[src/rtl/scratch_pad_pkg.sv]
// Shared types and address-field positions for the scratch-pad ping-pong controller.
package scratch_pad_pkg;

   typedef enum logic [1:0] {
      R_IDLE,
      R_WAIT,
      R_VALID
   } rd_state_t;

   // data_in_addr layout: {bank, bram_idx[6:0], half}
   localparam int BANK_BIT  = 8;
   localparam int IDX_MSB   = 7;
   localparam int IDX_LSB   = 1;
   localparam int HALF_BIT  = 0;
   localparam int NUM_BANKS = 2;

endpackage

[src/rtl/spc_read_seq.sv]
// Read-side sequencer: selects the full bank, waits out the BRAM read latency,
// then holds tile_valid until the consumer releases the bank.
module spc_read_seq
   import scratch_pad_pkg::*;
#(
   parameter int RD_LAT = 2
) (
   input  logic       clk,
   input  logic       rst,
   input  logic [1:0] bank_full,
   input  logic       tile_done,
   output logic       rbank,
   output logic       data_out_addr,
   output logic       tile_valid,
   output logic       clr
);

   localparam logic [2:0] LAT_INIT = 3'(RD_LAT - 1);

   rd_state_t  state;
   rd_state_t  state_nxt;
   logic [2:0] lat_cnt;
   logic       start;

   always_ff @(posedge clk or posedge rst) begin
      if (rst) state <= R_IDLE;
      else     state <= state_nxt;
   end

   always_comb begin
      state_nxt = state;
      case (state)
         R_IDLE:  if (bank_full[rbank]) state_nxt = R_WAIT;
         R_WAIT:  if (lat_cnt == 3'd0)  state_nxt = R_VALID;
         R_VALID: if (tile_done)        state_nxt = R_IDLE;
         default: state_nxt = R_IDLE;
      endcase
   end

   always_comb begin
      tile_valid = (state == R_VALID);
      clr        = (state == R_VALID) && tile_done;
      start      = (state == R_IDLE) && bank_full[rbank];
   end

   // The read address is committed one latency window before tile_valid rises.
   always_ff @(posedge clk or posedge rst) begin
      if (rst) begin
         rbank         <= 1'b0;
         data_out_addr <= 1'b0;
         lat_cnt       <= 3'd0;
      end else begin
         if (start) begin
            data_out_addr <= rbank;
            lat_cnt       <= LAT_INIT;
         end else if ((state == R_WAIT) && (lat_cnt != 3'd0)) begin
            lat_cnt <= lat_cnt - 3'd1;
         end
         if (clr) rbank <= ~rbank;
      end
   end

endmodule

[src/rtl/scratch_pad_ctrl.sv]
// Ping-pong load/read controller for the two-bank scratch pad.
// Optional tile-framing check enabled by defining SCRATCH_PAD_CTRL_LAST_CHECK_EN (adds in_last).
module scratch_pad_ctrl
   import scratch_pad_pkg::*;
#(
   parameter int NUM_BRAM = 65,
   parameter int RD_LAT   = 2
) (
   input  logic        clk,
   input  logic        rst,
   input  logic        in_valid,
   output logic        in_ready,
   input  logic [31:0] in_data,
`ifdef SCRATCH_PAD_CTRL_LAST_CHECK_EN
   input  logic        in_last,
`endif
   output logic        wen,
   output logic [8:0]  data_in_addr,
   output logic [31:0] data_in,
   output logic        data_out_addr,
   output logic        tile_valid,
   input  logic        tile_done,
   output logic [1:0]  bank_full,
   output logic        err
);

   localparam int         WORDS    = 2 * NUM_BRAM;
   localparam logic [7:0] LAST_CNT = 8'(WORDS - 1);

   logic       wbank;
   logic [7:0] wcnt;
   logic       hs;
   logic       tile_end;
   logic       close_pend;
   logic       close_bank;
   logic       rbank;
   logic       clr;
   logic [1:0] set_vec;
   logic [1:0] clr_vec;

   assign in_ready = !bank_full[wbank] && !rst;
   assign hs       = in_valid && in_ready;
   assign tile_end = hs && (wcnt == LAST_CNT);

   always_comb begin
      set_vec = close_pend ? (2'b01 << close_bank) : 2'b00;
      clr_vec = clr ? (2'b01 << rbank) : 2'b00;
   end

   // Write stage: accepted word appears on the scratch-pad port one cycle later.
   always_ff @(posedge clk or posedge rst) begin
      if (rst) begin
         wen          <= 1'b0;
         data_in_addr <= 9'd0;
         data_in      <= 32'd0;
         wbank        <= 1'b0;
         wcnt         <= 8'd0;
      end else begin
         wen <= hs;
         if (hs) begin
            data_in_addr <= {wbank, wcnt[IDX_MSB:IDX_LSB], wcnt[HALF_BIT]};
            data_in      <= in_data;
            if (tile_end) begin
               wcnt  <= 8'd0;
               wbank <= ~wbank;
            end else begin
               wcnt <= wcnt + 8'd1;
            end
         end
      end
   end

   // Full flag lags the last write by one cycle so the BRAM write lands before any read.
   always_ff @(posedge clk or posedge rst) begin
      if (rst) begin
         close_pend <= 1'b0;
         close_bank <= 1'b0;
         bank_full  <= 2'b00;
      end else begin
         close_pend <= tile_end;
         if (tile_end) close_bank <= wbank;
         bank_full <= (bank_full | set_vec) & ~clr_vec;
      end
   end

`ifdef SCRATCH_PAD_CTRL_LAST_CHECK_EN
   always_ff @(posedge clk or posedge rst) begin
      if (rst)                                         err <= 1'b0;
      else if (hs && (in_last != (wcnt == LAST_CNT)))  err <= 1'b1;
   end
`else
   assign err = 1'b0;
`endif

   spc_read_seq #(
      .RD_LAT (RD_LAT)
   ) u_read_seq (
      .clk           (clk),
      .rst           (rst),
      .bank_full     (bank_full),
      .tile_done     (tile_done),
      .rbank         (rbank),
      .data_out_addr (data_out_addr),
      .tile_valid    (tile_valid),
      .clr           (clr)
   );

endmodule

[config.mk]
export PLATFORM = sky130hd
export DESIGN_NAME = scratch_pad_ctrl
export DESIGN_NICKNAME = d
export VERILOG_FILES = /design/src/rtl/scratch_pad_pkg.sv /design/src/rtl/spc_read_seq.sv /design/src/rtl/scratch_pad_ctrl.sv
export SDC_FILE = /design/constraint.sdc
export NUM_CORES = 1
export LEC_CHECK = 0
export CORE_MARGIN = 2
export CORE_UTILIZATION = 35
export CTS_CLUSTER_DIAMETER = 80
export DETAILED_ROUTE_END_ITERATION = 8
export REMOVE_ABC_BUFFERS = 1
export SKIP_LAST_GASP = 1
export SLEW_MARGIN = 10
export SYNTH_ARGS = -nofsm -noshare
export SYNTH_HDL_FRONTEND = slang
export SYNTH_SLANG_ARGS = --single-unit
[constraint.sdc]
create_clock -name clk -period 3.38 [get_ports clk]
set_input_delay 0.676 -clock clk [delete_from_list [all_inputs] [get_ports clk]]
set_output_delay 0.676 -clock clk [all_outputs]
set_load 0.02 [all_outputs]
[Yosys cells after proc, flatten, opt, wreduce, memory -nomap -nowiden]
Index checks and enable logic that the tools add are counted.
Cells by class
  add/subtract/negate cells: 2
  multiply operators: 0
  shift operators: 2
  reduce and logical (&&, ||, !) cells: 14
  div/mod/pow operators: 0
  eq/ne operators: 6
  muxes and demuxes: 13
  bitwise operators: 5
  order comparisons: 2
Operator list (number)
  $mux 2: 5
  $add 8x1->8 const B: 1
  $eq 8x8->1 const B: 1
  $mux 8: 1
  $logic_and 1x1->1: 6
  $mux 3: 2
  $pmux 2 s3: 1
  $lt 1x2->1 const B: 2
  $mux 1: 4
  $ne 2x1->1 const B: 2
  $shl 1x1->2 const A: 2
  $logic_not 3->1: 1
  $reduce_and 3->1: 1
  $reduce_bool 3->1: 1
  $sub 3x1->3 const B: 1
  $and 2x2->2: 1
  $eq 2x1->1 const B: 1
  $eq 2x2->1 const B: 1
  $logic_not 1->1: 2
  $logic_not 2->1: 1
  $ne 2x2->1 const B: 1
  $not 1->1: 2
  $not 2->2: 1
  $or 2x2->2: 1
  2 further kinds: 2
Storage, ports and cells
  logic and storage cells: 56
  RAM bits: 0
  output and inout port bits: 48
  bits of input ports: 36
  register bits after elaboration: 62
  memory bits (read-only): 0
  memories: 0
  bits in latches: 0

[Logic depth before layout (Yosys ltp)]
  word-level depth: 7
  depth in mapped cells: 8
  depth with buffers taken out: 6

[Hierarchy]
A second synthesis with hierarchy kept.
Second synthesis, totals
  cells, all modules: 271
  area, all modules: 2630.0 um2
Modules (own cells, without submodules)
  scratch_pad_ctrl: instances 1, sequential area each 1376.3 um2, area an instance 2262.2 um2, cells each 235
  spc_read_seq: instances 1, sequential area each 175.2 um2, area an instance 367.9 um2, cells each 36

[Worst setup path before layout]
OpenSTA, ideal clock, no wires.
  path kind: input-to-output
  start: input rst
  end: output in_ready
  stages on the path: 2
  data required time: 2.704 ns
  data arrival time: 2.367 ns
  buffers on the path: 0
  path slack: 0.337 ns
  path through: inv_1 > and2_1
On the way
  longest elaborated chain between the ends: 2
Ends and longest elaborated chain
  start, declared: line scratch_pad_ctrl.sv:10  | input logic rst,
  $logic_not 1->1 (no line)
  $logic_and 1x1->1: line scratch_pad_ctrl.sv:41  | assign in_ready = !bank_full[wbank] && !rst;
  end, declared: line scratch_pad_ctrl.sv:12  | output logic in_ready,
No other way between the ends.

[Worst setup path in the final report]
  start: register wbank
  end: output in_ready
On the way
  longest elaborated chain between the ends: 4
Ends and longest elaborated chain
  start, declared: line scratch_pad_ctrl.sv:30  | logic wbank;
  start signal, assigned: line scratch_pad_ctrl.sv:65  | wbank <= ~wbank;
  $mux 1 (not written as such) (2 in series): line scratch_pad_ctrl.sv:41
  $logic_not 1->1: line scratch_pad_ctrl.sv:41
  $logic_and 1x1->1: line scratch_pad_ctrl.sv:41
No other way between the ends. The select of a mux whose other input is x is not followed.

==> results.cfg <==
[sta]
max_slew_margin_pct = 49.89
setup_viol = 0
post-route-period-util_pct = 75.52
timing.final.ws_setup_ns = 0.8273
worst_slew_pin_slew_ns = 0.7517
finalClockSkew_ns = 0.005856
finalHoldViolCount = 0
rsz0062_at_grt = false
final_max_slew_viol_count = 0
setup-tns-final_ns = 0
final_critical_delay_including_setup_and_external_delays_ns = 2.553
achievable-frequency_ghz = 0.3917

[clock_network]
holdBufCountCts = 0
cts_root_buf = sky130_fd_sc_hd__clkbuf_8
cts_setup_buffers = 0
tritoncts = yes
numCtsBuffers = 9
worst_skew_pair.late_latency_ns = 0.32
cts.reportedPaths.clkPinSlew_ns = 0.06
cts-htree-levels = 3
cts_repair_resizes = 0
cts_buffer_depth = 2
number_of_sinks_handled_by_clock_tree_synthesis = 62

[synthesis]
syn_avg_cell_area_sq_um = 9.570
yosysWarningCount = 0
synth.top_cell.area_share_pct = 61.17
synth_cells = 265
synth_compound_area_share_pct = 2.911
synth_seq_area_share_pct = 61.17
synth_largest_area_cell = sky130_fd_sc_hd__dfrtp_1
post_synth_main_area_contributors = sky130_fd_sc_hd__dfrtp_1 61%, sky130_fd_sc_hd__nand2_1 19%, sky130_fd_sc_hd__xnor2_1 2.1%
synthXorXnorAreaFrac_pct = 2.763
post_synth_design_cell_area_sq_um = 2536
synth_adder_area_share_pct = 1.973
synthMuxAreaShare_pct = 1.381
synth_top_family_by_area = simple AND/OR/NAND/NOR gates
postSynthRegisterBits = 62
yosys.area_share.simple_pct = 26.05
synth_cell_type_count = 32

[route]
antenna_left = 0
routed_wirelength_um = 5356
via_count = 1968
drt-wirelength-per-cell_um = 11.80
number_of_detailed_route_iterations_in_the_first_pass = 4
per_cell_via_count_in_the_routed_design = 4.335
drc = 0
drt_first_iter_violations = 89

[setup_path]
worst-path-stages = 3
r2r_slack_ns = 1.40
startpoint_class_of_the_critical_path = register
worstSetupStartpoint = wbank
worstPathCellList = mux2i_1 -> and2_1 -> clkdlybuf4s50_1
worstPathArrival_ns = 1.88
timing.setup.critical_path_class = register to primary output
worstPathRequired_ns = 2.70
r2r.worst_path.cells = 6
worstReg2RegStart = wbank
critPathBufInv = 1
critical_path.max_fanout = 4
worst_r2r_endpoint = wcnt[4]
critPathCapture = in_ready
cp-end-kind = primary output
critical-path-max-stage-delay_ns = 0.59
cpLargestDelayFamily = buffers and inverters
crit_slowest_cell = sky130_fd_sc_hd__clkdlybuf4s50_1

[die]
placement_rows = 31
fp.dieH_um = 89.13
core-area_sq_um = 7137
design.die.area_sq_um = 7943
die-width_um = 89.13
initial_utilization_pct = 35.54
design.portCount = 84

[power_and_ir_drop]
power.ir.vdd_worst_v = 0.0002163
powerDensity_nw_per_um2 = 605.3
static-leakage-power_nw = 1.746

[layout]
area.growth.synth_to_final_pct = 42.58
nets = 391
drive_gt1_share_pct = 7.042
layout_common_cells = 126 x sky130_fd_sc_hd__nand2_1, 82 x sky130_fd_sc_hd__clkdlybuf4s50_1, 62 x sky130_fd_sc_hd__dfrtp_1
final_common_cell = sky130_fd_sc_hd__nand2_1
n_antenna_cell = 0

[run]
cap_viol_max_count = 0

[placement]
dp_hpwl_um = 3616
globalplace.congestion = 0.7637
place_worst_setup_slack_ns = 0.8231
io_buffers = 82

[grt]
pin_count_of_the_biggest_net_entering_global_routing = 63
grt_util_all_layers_pct = 14.67
gr-total-overflow = 0
antenna_violations_before_repair = 0
number_of_global_route_vias_before_repair = 1911
grt_first_pass_wirelength_um = 8845

[status]
run_status = finished clean

[worst_hold_path]
hold_class = register to register
## area by class of cell
class	count	area (sq um)
multi-input cells	185	895.9
clock inverters	1	5.005
well taps	99	123.9
fillers	712	3521
inverters	7	26.28
repair buffers	86	850.8
clock buffers	14	162.7
flip-flops and latches	62	1551
## where the power goes
part | switching, mW | internal, mW | total (mW)
combinational | 0.318 | 0.315 | 0.633
sequential | 0.117 | 0.882 | 0.999
clock | 0.255 | 0.302 | 0.556
total | 0.690 | 1.50 | 2.19
## registers in the layout, summed over array words and instances, names as in the netlist
name                      count
bank_full                     2
close_bank                    1
close_pend                    1
data_in                      32
data_in_addr                  9
u_read_seq.data_out_addr      1
u_read_seq.lat_cnt            3
u_read_seq.rbank              1
u_read_seq.state              2
wbank                         1
wcnt                          8
wen                           1
## tightest hold or removal path: cells and delay by family, from the launching register on
| kind | cells | cell delay [ns] |
|---|---|---|
| simple gates | 2 | 0.10 |
| flops | 1 | 0.34 |
## kinds of logic (layout without fill, tap and decap cells)
| group | Yosys count | in the layout |
|---|---|---|
| buffers and inverters | 18 | 108 |
| and+or+nand+nor | 157 | 157 |
| muxes | 3 | 3 |
| AOI/OAI and AO/OA | 12 | 12 |
| adders and majority gates | 4 | 4 |
| other | 1 | 1 |
| xor gates and xnor gates | 8 | 8 |
| DFF | 62 | 62 |
## routing by layer
metal,global-route usage [%],vias to the layer above,part of all wire (%)
li1,-,999,-
met1,20.58,903,48
met2,21.01,62,45
met3,3.786,4,6.2
met4,7.327,0,0.73
met5,0,-,0
## synth_stat cells
cell	count
sky130_fd_sc_hd__o21ai_0	3
sky130_fd_sc_hd__xor2_1	2
sky130_fd_sc_hd__or2_4	1
sky130_fd_sc_hd__nand2b_1	3
sky130_fd_sc_hd__nand2_1	127
sky130_fd_sc_hd__a211oi_1	1
sky130_fd_sc_hd__nor2b_1	4
sky130_fd_sc_hd__and2_1	2
sky130_fd_sc_hd__buf_2	4
sky130_fd_sc_hd__conb_1	1
sky130_fd_sc_hd__inv_2	1
sky130_fd_sc_hd__and4_2	1
sky130_fd_sc_hd__nand4_1	2
sky130_fd_sc_hd__clkbuf_1	2
sky130_fd_sc_hd__xnor2_1	6
sky130_fd_sc_hd__ha_1	4
sky130_fd_sc_hd__or2_2	1
sky130_fd_sc_hd__nor3_1	1
sky130_fd_sc_hd__o22ai_1	2
sky130_fd_sc_hd__nor2_1	6
sky130_fd_sc_hd__o22a_1	2
sky130_fd_sc_hd__nand3_1	5
sky130_fd_sc_hd__a21oi_1	3
sky130_fd_sc_hd__inv_1	6
sky130_fd_sc_hd__a31oi_1	1
sky130_fd_sc_hd__and2_2	1
sky130_fd_sc_hd__nor4_2	1
sky130_fd_sc_hd__nand4b_1	2
sky130_fd_sc_hd__mux2i_1	2
sky130_fd_sc_hd__buf_4	5
sky130_fd_sc_hd__dfrtp_1	62
sky130_fd_sc_hd__mux2_4	1
## stage by stage
stage                     util [%]  power (mW)  hold slack [ns]  cell area [sq um]  cells
after global routing         50.67       2.336           0.5006               3616    454
final                        50.67       2.189           0.4712               3616    454
after global placement       48.32       1.639           0.4578               3448    439
after detailed placement     48.32       1.651           0.4619               3448    439
after floorplan                  -       1.352           0.4819               2471    254
after CTS                    50.67       2.227           0.4765               3616    454
## worst min path at each step
stage / from / depth (start not counted) / end
global route: data_in[1] / 2 / data_in[1]
floorplan: wcnt[7] / 2 / data_in_addr[7]
CTS: data_in[9] / 2 / data_in[9]
global placement: data_in[0] / 2 / data_in[0]
finish: data_in_addr[6] / 2 / data_in_addr[6]
detailed placement: data_in[9] / 2 / data_in[9]
Power figures use the tool's default switching activity.
